<file path="config.mk">
export PLATFORM = sky130hd
export DESIGN_NAME = fetch_unit
export DESIGN_NICKNAME = d
export VERILOG_FILES = /design/src/rtl/fetch_pkg.sv /design/src/rtl/fetch_unit.sv
export SDC_FILE = /design/constraint.sdc
export NUM_CORES = 1
export LEC_CHECK = 0
export BUFFER_PORTS_ARGS = -buffer_cell sky130_fd_sc_hd__buf_2
export CAP_MARGIN = 10
export CORE_ASPECT_RATIO = 2
export CORE_MARGIN = 1.5
export CORE_UTILIZATION = 50
export CTS_BUF_LIST = sky130_fd_sc_hd__clkbuf_16
export CTS_CLUSTER_SIZE = 12
export DETAILED_ROUTE_END_ITERATION = 6
export PLACE_DENSITY_LB_ADDON = 0.15
export SLEW_MARGIN = 5
export SYNTH_ARGS = -nofsm -noshare
export SYNTH_HDL_FRONTEND = slang
export SYNTH_SLANG_ARGS = --single-unit
export TNS_END_PERCENT = 5
</file>
<file path="constraint.sdc">
create_clock -name clk -period 4.2 [get_ports clk]
set_clock_uncertainty 0.15 [all_clocks]
set_input_delay 0.84 -clock clk [delete_from_list [all_inputs] [get_ports clk]]
set_output_delay 0.84 -clock clk [all_outputs]
set_load 0.005 [all_outputs]
</file>
<file path="src/rtl/fetch_pkg.sv">
// Shared types for the instruction fetch stage: FSM state encoding and default widths.
package fetch_pkg;

   localparam int ADDR_W_DEF = 8;
   localparam int DATA_W_DEF = 8;

   typedef enum logic [1:0] {
      ST_IDLE = 2'd0,
      ST_REQ  = 2'd1,
      ST_WAIT = 2'd2,
      ST_HOLD = 2'd3
   } state_e;

endpackage

</file>
<file path="src/rtl/fetch_unit.sv">
// Instruction fetch stage: PC -> program memory request/ack -> IR -> decoder valid/ready.
// Jumps reload the PC and flush any fetch still waiting on memory.
module fetch_unit
   import fetch_pkg::*;
#(
   parameter int ADDR_W = ADDR_W_DEF,
   parameter int DATA_W = DATA_W_DEF
) (
   input  logic              clk,
   input  logic              reset,
   input  logic [ADDR_W-1:0] pc_in,
   output logic              pc_enable,
   output logic              pc_ld,
   output logic [ADDR_W-1:0] pc_load_val,
   output logic [ADDR_W-1:0] mem_addr,
   output logic              mem_req,
   input  logic              mem_ack,
   input  logic [DATA_W-1:0] mem_data,
   output logic [DATA_W-1:0] ir_out,
   output logic [ADDR_W-1:0] ir_pc,
   output logic              ir_valid,
   input  logic              ir_ready,
   input  logic              jump_req,
   input  logic [ADDR_W-1:0] jump_addr,
   input  logic              halt
);

   state_e              state_q, state_d;
   logic                flush_q, flush_d;
   logic                mem_req_q, mem_req_d;
   logic [ADDR_W-1:0]   mem_addr_q, mem_addr_d;
   logic [DATA_W-1:0]   ir_out_q, ir_out_d;
   logic [ADDR_W-1:0]   ir_pc_q, ir_pc_d;
   logic                ir_valid_q, ir_valid_d;
   logic                pc_en_q, pc_en_d;
   logic                pc_ld_q, pc_ld_d;
   logic [ADDR_W-1:0]   pc_load_val_q, pc_load_val_d;

   always_ff @(posedge clk) begin
      if (reset) begin
         state_q       <= ST_IDLE;
         flush_q       <= 1'b0;
         mem_req_q     <= 1'b0;
         mem_addr_q    <= '0;
         ir_out_q      <= '0;
         ir_pc_q       <= '0;
         ir_valid_q    <= 1'b0;
         pc_en_q       <= 1'b0;
         pc_ld_q       <= 1'b0;
         pc_load_val_q <= '0;
      end else begin
         state_q       <= state_d;
         flush_q       <= flush_d;
         mem_req_q     <= mem_req_d;
         mem_addr_q    <= mem_addr_d;
         ir_out_q      <= ir_out_d;
         ir_pc_q       <= ir_pc_d;
         ir_valid_q    <= ir_valid_d;
         pc_en_q       <= pc_en_d;
         pc_ld_q       <= pc_ld_d;
         pc_load_val_q <= pc_load_val_d;
      end
   end

   always_comb begin
      state_d       = state_q;
      flush_d       = flush_q;
      mem_req_d     = mem_req_q;
      mem_addr_d    = mem_addr_q;
      ir_out_d      = ir_out_q;
      ir_pc_d       = ir_pc_q;
      ir_valid_d    = ir_valid_q;
      pc_en_d       = 1'b0;
      pc_ld_d       = 1'b0;
      pc_load_val_d = pc_load_val_q;
      if (jump_req) begin
         pc_ld_d       = 1'b1;
         pc_load_val_d = jump_addr;
         if (state_q == ST_WAIT) begin
            // An outstanding request is never abandoned; its ack is swallowed instead.
            if (mem_ack) begin
               mem_req_d = 1'b0;
               flush_d   = 1'b0;
               state_d   = ST_IDLE;
            end else begin
               flush_d = 1'b1;
            end
         end else begin
            ir_valid_d = 1'b0;
            state_d    = ST_IDLE;
         end
      end else begin
         case (state_q)
            ST_IDLE: if (!halt) state_d = ST_REQ;
            ST_REQ: begin
               mem_addr_d = pc_in;
               mem_req_d  = 1'b1;
               state_d    = ST_WAIT;
            end
            ST_WAIT: begin
               if (mem_ack) begin
                  mem_req_d = 1'b0;
                  if (flush_q) begin
                     flush_d = 1'b0;
                     state_d = ST_IDLE;
                  end else begin
                     ir_out_d   = mem_data;
                     ir_pc_d    = mem_addr_q;
                     ir_valid_d = 1'b1;
                     pc_en_d    = 1'b1;
                     state_d    = ST_HOLD;
                  end
               end
            end
            ST_HOLD: begin
               if (ir_ready) begin
                  ir_valid_d = 1'b0;
                  state_d    = halt ? ST_IDLE : ST_REQ;
               end
            end
            default: state_d = ST_IDLE;
         endcase
      end
   end

   assign pc_enable   = pc_en_q;
   assign pc_ld       = pc_ld_q;
   assign pc_load_val = pc_load_val_q;
   assign mem_addr    = mem_addr_q;
   assign mem_req     = mem_req_q;
   assign ir_out      = ir_out_q;
   assign ir_pc       = ir_pc_q;
   assign ir_valid    = ir_valid_q;

endmodule

</file>
# Word-level counts from Yosys, hierarchy flattened
# Index checks and enable logic that the tools add are counted.
# word_totals
regBits	39
latch_bits	0
ramBits	0
rom_bits	0
inputBits	30
n_memories	0
# op_classes
n_addsub	0
multipliers	0
div	0
n_lt_le_gt_ge	0
n_eq_ne	9
shift	0
muxes	26
n_bitwise	4
n_reduce_logical	11
# op_table
cell	n
1-bit 2-to-1 mux	16
2-bit 2-to-1 mux	7
2-bit one-hot mux with 4 select lines	1
2-bit != test, second input constant	3
3-bit != test, second input constant	2
2-bit AND reduction	3
5-bit AND reduction	1
2-bit == test, second input constant	2
1-bit NOT	4
1-bit one-hot mux with 2 select lines	2
4-bit AND reduction	1
2-bit nonzero test	2
4-bit OR reduction	1
3-bit AND reduction	1
3-bit nonzero test	1
2-bit by 1-bit == test with 1-bit output, second input constant	1
2-bit zero test	1
2-bit by 1-bit != test with 1-bit output, second input constant	1

# Depth between registers and ports, before layout
# Gate-level depths: netlist (run 1).
# logic_depth
word_depth	4
mapped_depth	7
depth_no_buf	5

# Least setup slack after synthesis (run 1)
# Ideal clock, no wire load.
# synth_timing
kind	input to register
from	in jump_req
to	reg ir_out_q[6] (netlist: ir_out[6])
setup_ns	0.132
arrival_ns	1.557
t_required_ns	3.918
slack_ns	2.360
cell_stages	6
path_buffers	3
path_cell_list	buf_2 nand4bb_1 buf_2 buf_4 nand2_1 a21oi_1
# synth_via
elab_chain_len	2
# synth_rtl
item	line	text
start, declared	fetch_unit.sv:23	input logic jump_req,
1-bit NOT (no line)	-	
4-bit AND reduction (no line)	-	
end signal, assigned	fetch_unit.sv:56	ir_out_q <= ir_out_d;
end, declared	fetch_unit.sv:32	logic [DATA_W-1:0] ir_out_q, ir_out_d;
# No other way between the ends.
# A chain may end at the register's enable or synchronous reset.

# Worst setup path in the final report (run 1)
# layout_timing
from	in jump_req
to	reg mem_addr_q[4] (netlist: mem_addr[4])
# layout_via
elab_chain_len	2
# layout_rtl
item	line	text
1-bit NOT (no line)	-	
2-bit AND reduction (no line)	-	
end signal, assigned	fetch_unit.sv:55	mem_addr_q <= mem_addr_d;
end, declared	fetch_unit.sv:31	logic [ADDR_W-1:0] mem_addr_q, mem_addr_d;
# No other way between the ends.

==> key figures, run 1 <==
Outcome
  • Outcome: complete, no violations

Timing
  • Max Fclk: ~0.46 GHz
  • Final hold vios: 0
  • Crit share post-route: 0.5229
  • Final Slew Violations: 0
  • Final period demand of the worst path: between 2000 and 2500 ps
  • Unrepaired setup endpoints after global routing: no
  • Setup tns final: 0 ps
  • # setup viols final: 0
  • Worst slew margin: 0.3667
  • Post-route setup slack: 2004 ps
  • Slew @ Worst Pin: 948.0 ps

Place
  • Buffers on Ports: 65
  • Place WS: 1682 ps
  • GP Congestion: 0.7472
  • Cell Area, Placed: ~0.0019 mm^2
  • Dpl hpwl: roughly 2700 um

Synthesis
  • Count of state elements after synthesis: 39
  • Post-synth cell types: 27
  • Ys async rst share: 0
  • Number of synthesized flops with an enable pin: 0
  • Post-Syn Instances: 177
  • Sequential share of the synthesized area: 0.4890
  • Synth Area per Inst: ~9.0 um^2
  • Netlist Area Pre-Place: around 0.0016 mm^2
  • Largest area contributor in the netlist: dfxtp_1
  • Synth top area share: 0.4890
  • Syn nets: 213
  • Number of synthesis warnings: 0
  • Most common flop cell mapped by yosys: dfxtp_1
  • Most frequent cell after synthesis: dfxtp_1
  • Largest cells by area after synthesis: dfxtp_1 49%, mux2i_1 11%, nand2_1 8.2%, a21oi_1 5.6%, ha_1 4.7%
  • Synth top cells by count: 39 x dfxtp_1, 35 x nand2_1, 19 x nor2_1

Final layout
  • Filler cell count: about 270
  • Synth-to-layout area growth: 29.39%
  • N_diodes: 0
  • Design area: 0.002066 mm^2
  • Final #Nets: roughly 270
  • Layout cell share with drive strength beyond 1: 0.3096

CTS
  • Num CTS Buffers: 5
  • Clk buf depth: 2
  • CTS resizes: 0
  • CTS tree: yes
  • # H-tree levels: 2
  • CTS clk-pin slew, worst paths: 60 ps
  • Hold Buf Count CTS: 0
  • Setup bufs post-CTS: 0
  • Clk_lat worst skew: ~280 ps
  • Sink Count: 39
  • CTS root buffer: clkbuf_16

Power
  • Pwr dens: approximately 420 mW/mm^2
  • Maximum VDD drop: about 0.00028 V
  • Lkg Pwr: roughly 0.96 nW

Worst setup path
  • Crit Path Category: in -> reg
  • Critical path fanouts, max: 19
  • Critical Path RT: around 4200 ps
  • Crit-path cells: buf_2 > nor2b_1 > mux2i_1 > nor2_1
  • CP max stage cell: nor2b_1
  • Worst R2R Path Depth: 4
  • Crit path DAT: 2190 ps
  • Setup crit end kind: flip-flop
  • Worst path max stage delay: 780 ps
  • Setup crit start kind: input pin

Global routing
  • Initial antenna violation count: 0
  • Largest net degree at the start of global routing: 41
  • GR Overflow Total: 0
  • First-pass GRT wire length: about 6000 um
  • Total Routing Usage GR: 0.2194
  • Number of global-route vias before repair: 1415

Detailed routing
  • DRT antenna net count: 0
  • Pre-antenna DRT Iters: 4
  • # DRC: 0
  • Via/cell ratio: approximately 5.3
  • Initial drt markers: 38
  • Via count: between 1000 and 1500
  • DR WL/cell: about 14 um
  • Drt total wl: roughly 3600 um

Flow run
  • Max_cap viols: 0

Floorplan
  • Die area: about 0.0036 mm^2
  • FP Rows: 28
  • Initial core utilization: 0.5299
  • Die Y: between 80 and 90 um
  • Core Box Area: 0.003013 mm^2
  • I/O pin cnt: 66
  • Die X: between 40 and 50 um

Hold path
  • Hold depth: 2
  • HP Class: reg -> reg
==> cell families after synthesis <==
family | Yosys count | share of synthesized area
and+or+nand+nor | 74 | 0.2108
DFF | 39 | 0.4890
adders and majority gates | 6 | 0.04702
muxes | 17 | 0.1066
AOI/OAI and AO/OA | 28 | 0.1027
buffers and inverters | 13 | 0.04388
==> final timing paths <==
check,slack (ps),start,end
max,2000,jump_req,mem_addr[4]$_SDFFE_PP0P_
min,310,ir_out[6]$_SDFFE_PP0P_,ir_out[6]$_SDFFE_PP0P_
max reg2reg,2140,state_q[1]$_SDFFE_PP0P_,ir_pc[4]$_SDFFE_PP0P_
min reg2reg,310,ir_out[6]$_SDFFE_PP0P_,ir_out[6]$_SDFFE_PP0P_
==> layout by cell type (no fill, tap or decap) <==
cell	count
a211oi_1	2
a21oi_1	18
a2bb2oi_1	1
a32o_1	1
and2_1	1
and4bb_1	1
buf_2	65
bufinv_16	1
clkbuf_16	5
clkinv_2	1
clkinv_4	1
dfxtp_1	39
ha_1	6
inv_1	2
mux2i_1	17
nand2_1	35
nand2b_1	3
nand3_1	1
nand4_1	2
nand4bb_1	1
nor2_1	19
nor2b_1	8
nor3_1	1
o211ai_1	4
o21ai_0	2
or2_2	1
or3_1	1
==> sequential cells by signal, indices dropped and copies added, names as in the netlist <==
signal and flops:
pc_ld 1, state_q 2, ir_out 8, ir_valid 1, mem_req 1, flush_q 1
pc_load_val 8, mem_addr 8, ir_pc 8, pc_enable 1
==> per-layer routing <==
| metal | global-route usage | part of all wire | vias up |
|---|---|---|---|
| li1 | - | - | 712 |
| met1 | 0.2166 | 0.37 | 678 |
| met2 | 0.4063 | 0.56 | 42 |
| met3 | 0.05217 | 0.052 | 6 |
| met4 | 0.09917 | 0.021 | 0 |
| met5 | 0 | 0 | - |
==> worst max-delay path: cells and delay by family <==
| family | cells | cell delay, ps |
|---|---|---|
| AND/OR/NAND/NOR | 2 | 830 |
| multiplexers | 1 | 280 |
| buffers and inverters | 1 | 230 |
==> through the flow <==
step,cells,utilization,total power [W],hold WS (ps)
floorplan,177,-,0.0004251,302.7
global placement,261,0.6296,0.0004501,289.6
detailed placement,261,0.6296,0.0004531,294.1
CTS,269,0.6856,0.0008738,306.3
global route,269,0.6856,0.0009018,324.3
finish,269,0.6856,0.0008667,305.5
==> area by class of cell <==
cell class / count / area, um^2 / share of cell area
Clock buffer: 5 / 125.1 / 0.06057
Clock inverter: 3 / 43.79 / 0.02120
Inverter: 2 / 7.507 / 0.003634
Multi-Input combinational cell: 125 / 745.7 / 0.3610
Sequential cell: 39 / 780.7 / 0.3780
Tap cell: 30 / 37.54 / 0.01817
Timing Repair Buffer: 65 / 325.3 / 0.1575
==> power by group <==
part	switching [W]	internal, W	leakage (nW)
registers	0.00000601	0.000379	0.317
logic	0.0000306	0.0000289	0.562
clock network	0.000142	0.000280	0.0838
(Power assumes the default switching activity.)
==> run 2, diff against run 1 <==
--- a/config.mk
+++ b/config.mk
@@ -9,7 +9,7 @@
 export CAP_MARGIN = 10
 export CORE_ASPECT_RATIO = 2
 export CORE_MARGIN = 1.5
-export CORE_UTILIZATION = 50
+export CORE_UTILIZATION = 47
 export CTS_BUF_LIST = sky130_fd_sc_hd__clkbuf_16
 export CTS_CLUSTER_SIZE = 12
 export DETAILED_ROUTE_END_ITERATION = 6
==> constraint.sdc (replaced) <==
create_clock -name clk -period 2.25 [get_ports clk]
set_clock_uncertainty 0.15 [all_clocks]
set_input_delay 0.45 -clock clk [delete_from_list [all_inputs] [get_ports clk]]
set_output_delay 0.45 -clock clk [all_outputs]
set_load 0.005 [all_outputs]
==> key figures, run 2 (synthesized netlist as in run 1, its figures left out) <==
Outcome
  • Outcome: complete, no violations

Global routing
  • Largest net degree at the start of global routing: 28
  • Total Routing Usage GR: 0.1880
  • First-pass GRT wire length: 5347 um
  • Number of global-route vias before repair: ~1300
  • Initial antenna violation count: 0
  • GR Overflow Total: 0

Final layout
  • Filler cell count: between 300 and 400
  • Most frequent cells in the layout: 65 x buf_2, 39 x dfxtp_1, 35 x nand2_1, 19 x nor2_1, 18 x a21oi_1
  • Synth-to-layout area growth: 29.15%
  • Design area: around 0.0021 mm^2
  • Final #Nets: between 200 and 300
  • Post-layout util: 0.6458
  • Layout cell share with drive strength beyond 1: 0.3140
  • Commonest non-fill, non-tap cell in the layout: buf_2
  • N_diodes: 0

CTS
  • Clk_lat worst skew: between 200 and 300 ps
  • Sink Count: 39
  • Clk buf depth: 2
  • CTS resizes: 0
  • Num CTS Buffers: 5
  • CTS root buffer: clkbuf_16
  • Setup bufs post-CTS: 0
  • CTS tree: yes
  • CTS clk-pin slew, worst paths: approximately 60 ps
  • # H-tree levels: 2
  • Hold Buf Count CTS: 0

Flow run
  • Max_cap viols: 0

Hold path
  • Hold_sp: pc_in[5]
  • HP Class: in -> reg

Detailed routing
  • Drt total wl: ~3400 um
  • # DRC: 0
  • DR WL/cell: between 10 and 15 um
  • DRT antenna net count: 0
  • Via/cell ratio: around 5.1
  • Initial drt markers: 11
  • Pre-antenna DRT Iters: 4
  • Via count: 1395

Worst setup path
  • Worst path max stage delay: a little under 600 ps
  • Critical Path RT: between 2000 and 2500 ps
  • Critical path fanouts, max: 16
  • Setup crit start kind: flip-flop
  • Setup crit end kind: flip-flop
  • Crit path DAT: roughly 1900 ps
  • CP max stage cell: and4bb_1
  • Crit Path Category: reg -> reg
  • R2R Path Start: state_q[0]$_SDFFE_PP0P_
  • Setup crit start: state_q[0]$_SDFFE_PP0P_
  • CP top delay family: simple AND/OR/NAND/NOR gates
  • Crit-path cells: inv_1 > ha_1 > and4bb_1 > nand2_1 > a21oi_1
  • Crit path buf inv count: 1

Timing
  • Slew @ Worst Pin: ~550 ps
  • Max Fclk: 0.5387 GHz
  • Setup tns final: 0 ps
  • Worst slew margin: 0.6363
  • Crit share post-route: 0.8250
  • Final Slew Violations: 0
  • Final hold vios: 0
  • Final period demand of the worst path: between 1500 and 2000 ps
  • # setup viols final: 0
  • Unrepaired setup endpoints after global routing: no

Floorplan
  • Die Y: 85.43 um
  • Die area: approximately 0.0038 mm^2
  • Initial core utilization: 0.5000
  • I/O pin cnt: 66
  • FP Rows: 29
  • Die X: about 44 um
  • Core Box Area: around 0.0032 mm^2

Power
  • Int Power: around 0.0012 W
  • NetSw: 0.0003207 W
  • Maximum VDD drop: 0.0004523 V
  • Lkg Pwr: 0.9636 nW
  • Pwr dens: slightly above 700 mW/mm^2
  • Proportion of power drawn by the clock network: 0.442
  • Switching share of power: 0.2155
  • Share of total power in combinational logic: 0.075
  • Sequential Power Share: 0.483

Place
  • GP Congestion: between 0.7 and 0.8
  • Buffers on Ports: 65
  • Cell Area, Placed: approximately 0.0019 mm^2
  • Dpl hpwl: approximately 2500 um
-- run 2: cell types whose count changed in the layout (fill, tap and decap cells not counted) --
cell / previous run / this run
clkinvlp_4: 0 / 1
bufinv_16: 1 / 0
inv_1: 2 / 3
clkinv_4: 1 / 0
buf_4: 0 / 3
-- run 2: path summary, 6_finish.rpt --
path	slack, ps	cells after the start	endpoint
worst max-delay path	390	5	ir_out[0]$_SDFFE_PP0P_
worst max register to register	390	5	ir_out[0]$_SDFFE_PP0P_
worst min-delay path	260	3	mem_addr[5]$_SDFFE_PP0P_
worst min register to register	300	2	ir_out[6]$_SDFFE_PP0P_
-- run 2: area by class of cell --
| cell class | instances | area (um^2) | share of cell area |
|---|---|---|---|
| inverters | 2 | 7.507 | 0.003641 |
| repair buffers | 68 | 347.8 | 0.1687 |
| well taps | 31 | 38.79 | 0.01881 |
| clock inverters | 3 | 16.27 | 0.007888 |
| clock buffers | 5 | 125.1 | 0.06068 |
| multi-input cells | 125 | 745.7 | 0.3616 |
| flip-flops and latches | 39 | 780.7 | 0.3786 |
-- run 2: per-stage QoR --
stage | setup slack, ps | cells | hold WS (ps) | total power (W)
5_1_grt | 202.5 | 273 | 261.1 | 0.001548
3_5_place_dp | 397.5 | 265 | 293.2 | 0.0008471
4_1_cts | 382.2 | 273 | 256.8 | 0.001509
3_3_place_gp | 426.3 | 265 | 288.7 | 0.0008467
6_report | 393.7 | 273 | 260.7 | 0.001488
2_1_floorplan | 664.0 | 177 | 302.7 | 0.0007935
-- run 2: power by group through the flow --
| stage | logic (W) | registers, W | clock network [W] |
|---|---|---|---|
| after floorplan | 0.0000591 | 0.000734 | 0 |
| after global placement | 0.000113 | 0.000734 | 0 |
| after detailed placement | 0.000113 | 0.000734 | 0 |
| after CTS | 0.000114 | 0.000719 | 0.000676 |
| after global routing | 0.000124 | 0.000721 | 0.000703 |
| final | 0.000112 | 0.000719 | 0.000657 |
-- run 2: tightest hold or removal path: cells and delay by family --
kind | cells | cell delay, ps
buffers and inverters | 1 | 70
AND/OR/NAND/NOR | 1 | 70
multiplexers | 1 | 60
-- run 2: per-layer routing --
metal	GRT usage	part of all wire
met3	0.04043	0.044
met1	0.1954	0.38
met4	0.07438	0.0082
met2	0.3449	0.56
met5	0	0
==> run 3, diff against run 2 <==
--- a/config.mk
+++ b/config.mk
@@ -9,7 +9,7 @@
 export CAP_MARGIN = 10
 export CORE_ASPECT_RATIO = 2
 export CORE_MARGIN = 1.5
-export CORE_UTILIZATION = 47
+export CORE_UTILIZATION = 42
 export CTS_BUF_LIST = sky130_fd_sc_hd__clkbuf_16
 export CTS_CLUSTER_SIZE = 12
 export DETAILED_ROUTE_END_ITERATION = 6
==> constraint.sdc (replaced) <==
create_clock -name clk -period 1.7 [get_ports clk]
set_clock_uncertainty 0.15 [all_clocks]
set_input_delay 0.34 -clock clk [delete_from_list [all_inputs] [get_ports clk]]
set_output_delay 0.34 -clock clk [all_outputs]
set_load 0.005 [all_outputs]
==> key figures, run 3 (synthesized netlist as in run 1, its figures left out) <==
Outcome
  • Outcome: complete, no violations

Timing
  • Post-route setup slack: between 100 and 150 ps
  • Unrepaired setup endpoints after global routing: no
  • Final hold vios: 0
  • Slew @ Worst Pin: 573.9 ps
  • Worst slew margin: 0.6156
  • Crit share post-route: 0.9368
  • Final period demand of the worst path: about 1600 ps
  • Final Slew Violations: 0
  • Hold WS: between 100 and 150 ps
  • # setup viols final: 0
  • Max Fclk: roughly 0.63 GHz

Hold path
  • Hold_sp: pc_in[0]
  • HP Class: in -> reg
  • Hold path endpoint: mem_addr[0]$_SDFFE_PP0P_
  • Hold depth: 3

Floorplan
  • Die area: around 0.0042 mm^2
  • Die X: approximately 47 um
  • I/O pin cnt: 66
  • Die Y: between 90 and 100 um
  • Core Box Area: 0.003646 mm^2
  • Initial core utilization: 0.4379
  • FP Rows: 31

Detailed routing
  • Initial drt markers: 37
  • # DRC: 0
  • Via count: 1401
  • Drt total wl: 3585 um
  • Pre-antenna DRT Iters: 4
  • DRT antenna net count: 0
  • Via/cell ratio: ~4.7
  • DR WL/cell: around 12 um

Power
  • Lkg Pwr: just over 1 nW
  • Overall Power: 0.002293 W
  • Pwr dens: around 1000 mW/mm^2
  • Maximum VDD drop: between 0.0007 and 0.0008 V

Place
  • Dpl hpwl: approximately 2600 um
  • GP Congestion: 0.7338
  • Buffers on Ports: 65
  • Place WS: -124.9 ps

CTS
  • Clk_lat worst skew: about 280 ps
  • CTS tree: yes
  • CTS clk-pin slew, worst paths: ~50 ps
  • Hold Buf Count CTS: 0
  • Sink Count: 39
  • CTS root buffer: clkbuf_16
  • Clk buf depth: 2
  • Setup bufs post-CTS: 0
  • # H-tree levels: 2
  • Num CTS Buffers: 5

Global routing
  • Number of global-route vias before repair: approximately 1200
  • Met3 usage: 0.04217
  • Total Routing Usage GR: 0.1781
  • Met2 GRT Util: 0.2986
  • Initial antenna violation count: 0
  • Largest net degree at the start of global routing: 25
  • Busiest grt layer: met2
  • GRT met1 Usage: 0.1995
  • GR Overflow Total: 0
  • First-pass GRT wire length: 5547 um

Worst setup path
  • Critical Path RT: 1700 ps
  • Setup crit start kind: flip-flop
  • R2R Path Start: state_q[0]$_SDFFE_PP0P_
  • Setup crit end kind: flip-flop
  • R2r endpoint: ir_out[5]$_SDFFE_PP0P_
  • Worst R2R Path Depth: 8
  • Crit Path Category: reg -> reg
  • Crit path DAT: 1600 ps
  • Critical path fanouts, max: 8
  • R2r setup slk: about 110 ps

Flow run
  • Max_cap viols: 0

Final layout
  • Commonest non-fill, non-tap cell in the layout: buf_2
  • Synth-to-layout area growth: 39.26%
  • Layout cell share with drive strength beyond 1: 0.3482
  • Most frequent cells in the layout: 65 x buf_2, 38 x dfxtp_1, 35 x nand2_1, 19 x nor2_1, 18 x a21oi_1
  • N_diodes: 0
  • Final #Nets: 282
[run 3: metrics by stage]
stage               std cells  setup TNS (ps)    util  cell area [um^2]
floorplan                 177               0       -              1597
detailed placement        287           -2673  0.5446              1986
global placement          287           -2447  0.5446              1986
finish                    296               0  0.6098              2223
CTS                       295               0  0.5971              2177
global route              296               0  0.6098              2223
[run 3: worst max-delay path by stage]
stage               cells past startpoint                    start  slack [ps]                       end
floorplan                               7  state_q[0]$_SDFFE_PP0P_         110    ir_out[6]$_SDFFE_PP0P_
global placement                        5  state_q[1]$_SDFFE_PP0P_        -120  mem_addr[7]$_SDFFE_PP0P_
detailed placement                      5  state_q[1]$_SDFFE_PP0P_        -120  mem_addr[2]$_SDFFE_PP0P_
CTS                                     6  state_q[0]$_SDFFE_PP0P_          30    ir_out[0]$_SDFFE_PP0P_
global route                            8  state_q[0]$_SDFFE_PP0P_          40    ir_out[6]$_SDFFE_PP0P_
finish                                  8  state_q[0]$_SDFFE_PP0P_         110    ir_out[5]$_SDFFE_PP0P_
[run 3: area by class of cell]
class / instances / area, um^2
tap: 49 / 61.31
fill: 348 / 1423
inverter: 2 / 7.507
timing repair buffer: 73 / 415.4
clock inverter: 3 / 63.81
multi-input combinational: 125 / 768.2
clock buffer: 5 / 125.1
sequential: 39 / 782.0
[run 3: power breakdown]
group / internal (W) / switching (W) / leakage (nW)
Sequential: 0.000938 / 0.0000122 / 0.317
Clock: 0.000835 / 0.000348 / 0.0952
Combinational: 0.0000804 / 0.0000800 / 0.615
Total: 0.00185 / 0.000440 / 1.03
[run 3: worst max-delay path: stages, from the launching register on]
cell and delay (ps):
dfxtp_2 320, buf_4 150, inv_2 70, ha_1 170, buf_4 150, nand4bb_4 150
clkbuf_16 190, nand2_1 60, a21oi_1 60
[run 3: metal layers]
layer	vias up	routed length [um]
li1	724	-
met4	0	79
met1	633	1445
met5	-	0
met3	5	148
met2	39	1912
[run 3: what timing repair did]
action	CTS	global route
setup endpoints to repair	24	16
endpoints found under the hold margin	0	0
pin swaps	0	0
gates resized for setup	2	5
gates cloned	0	1
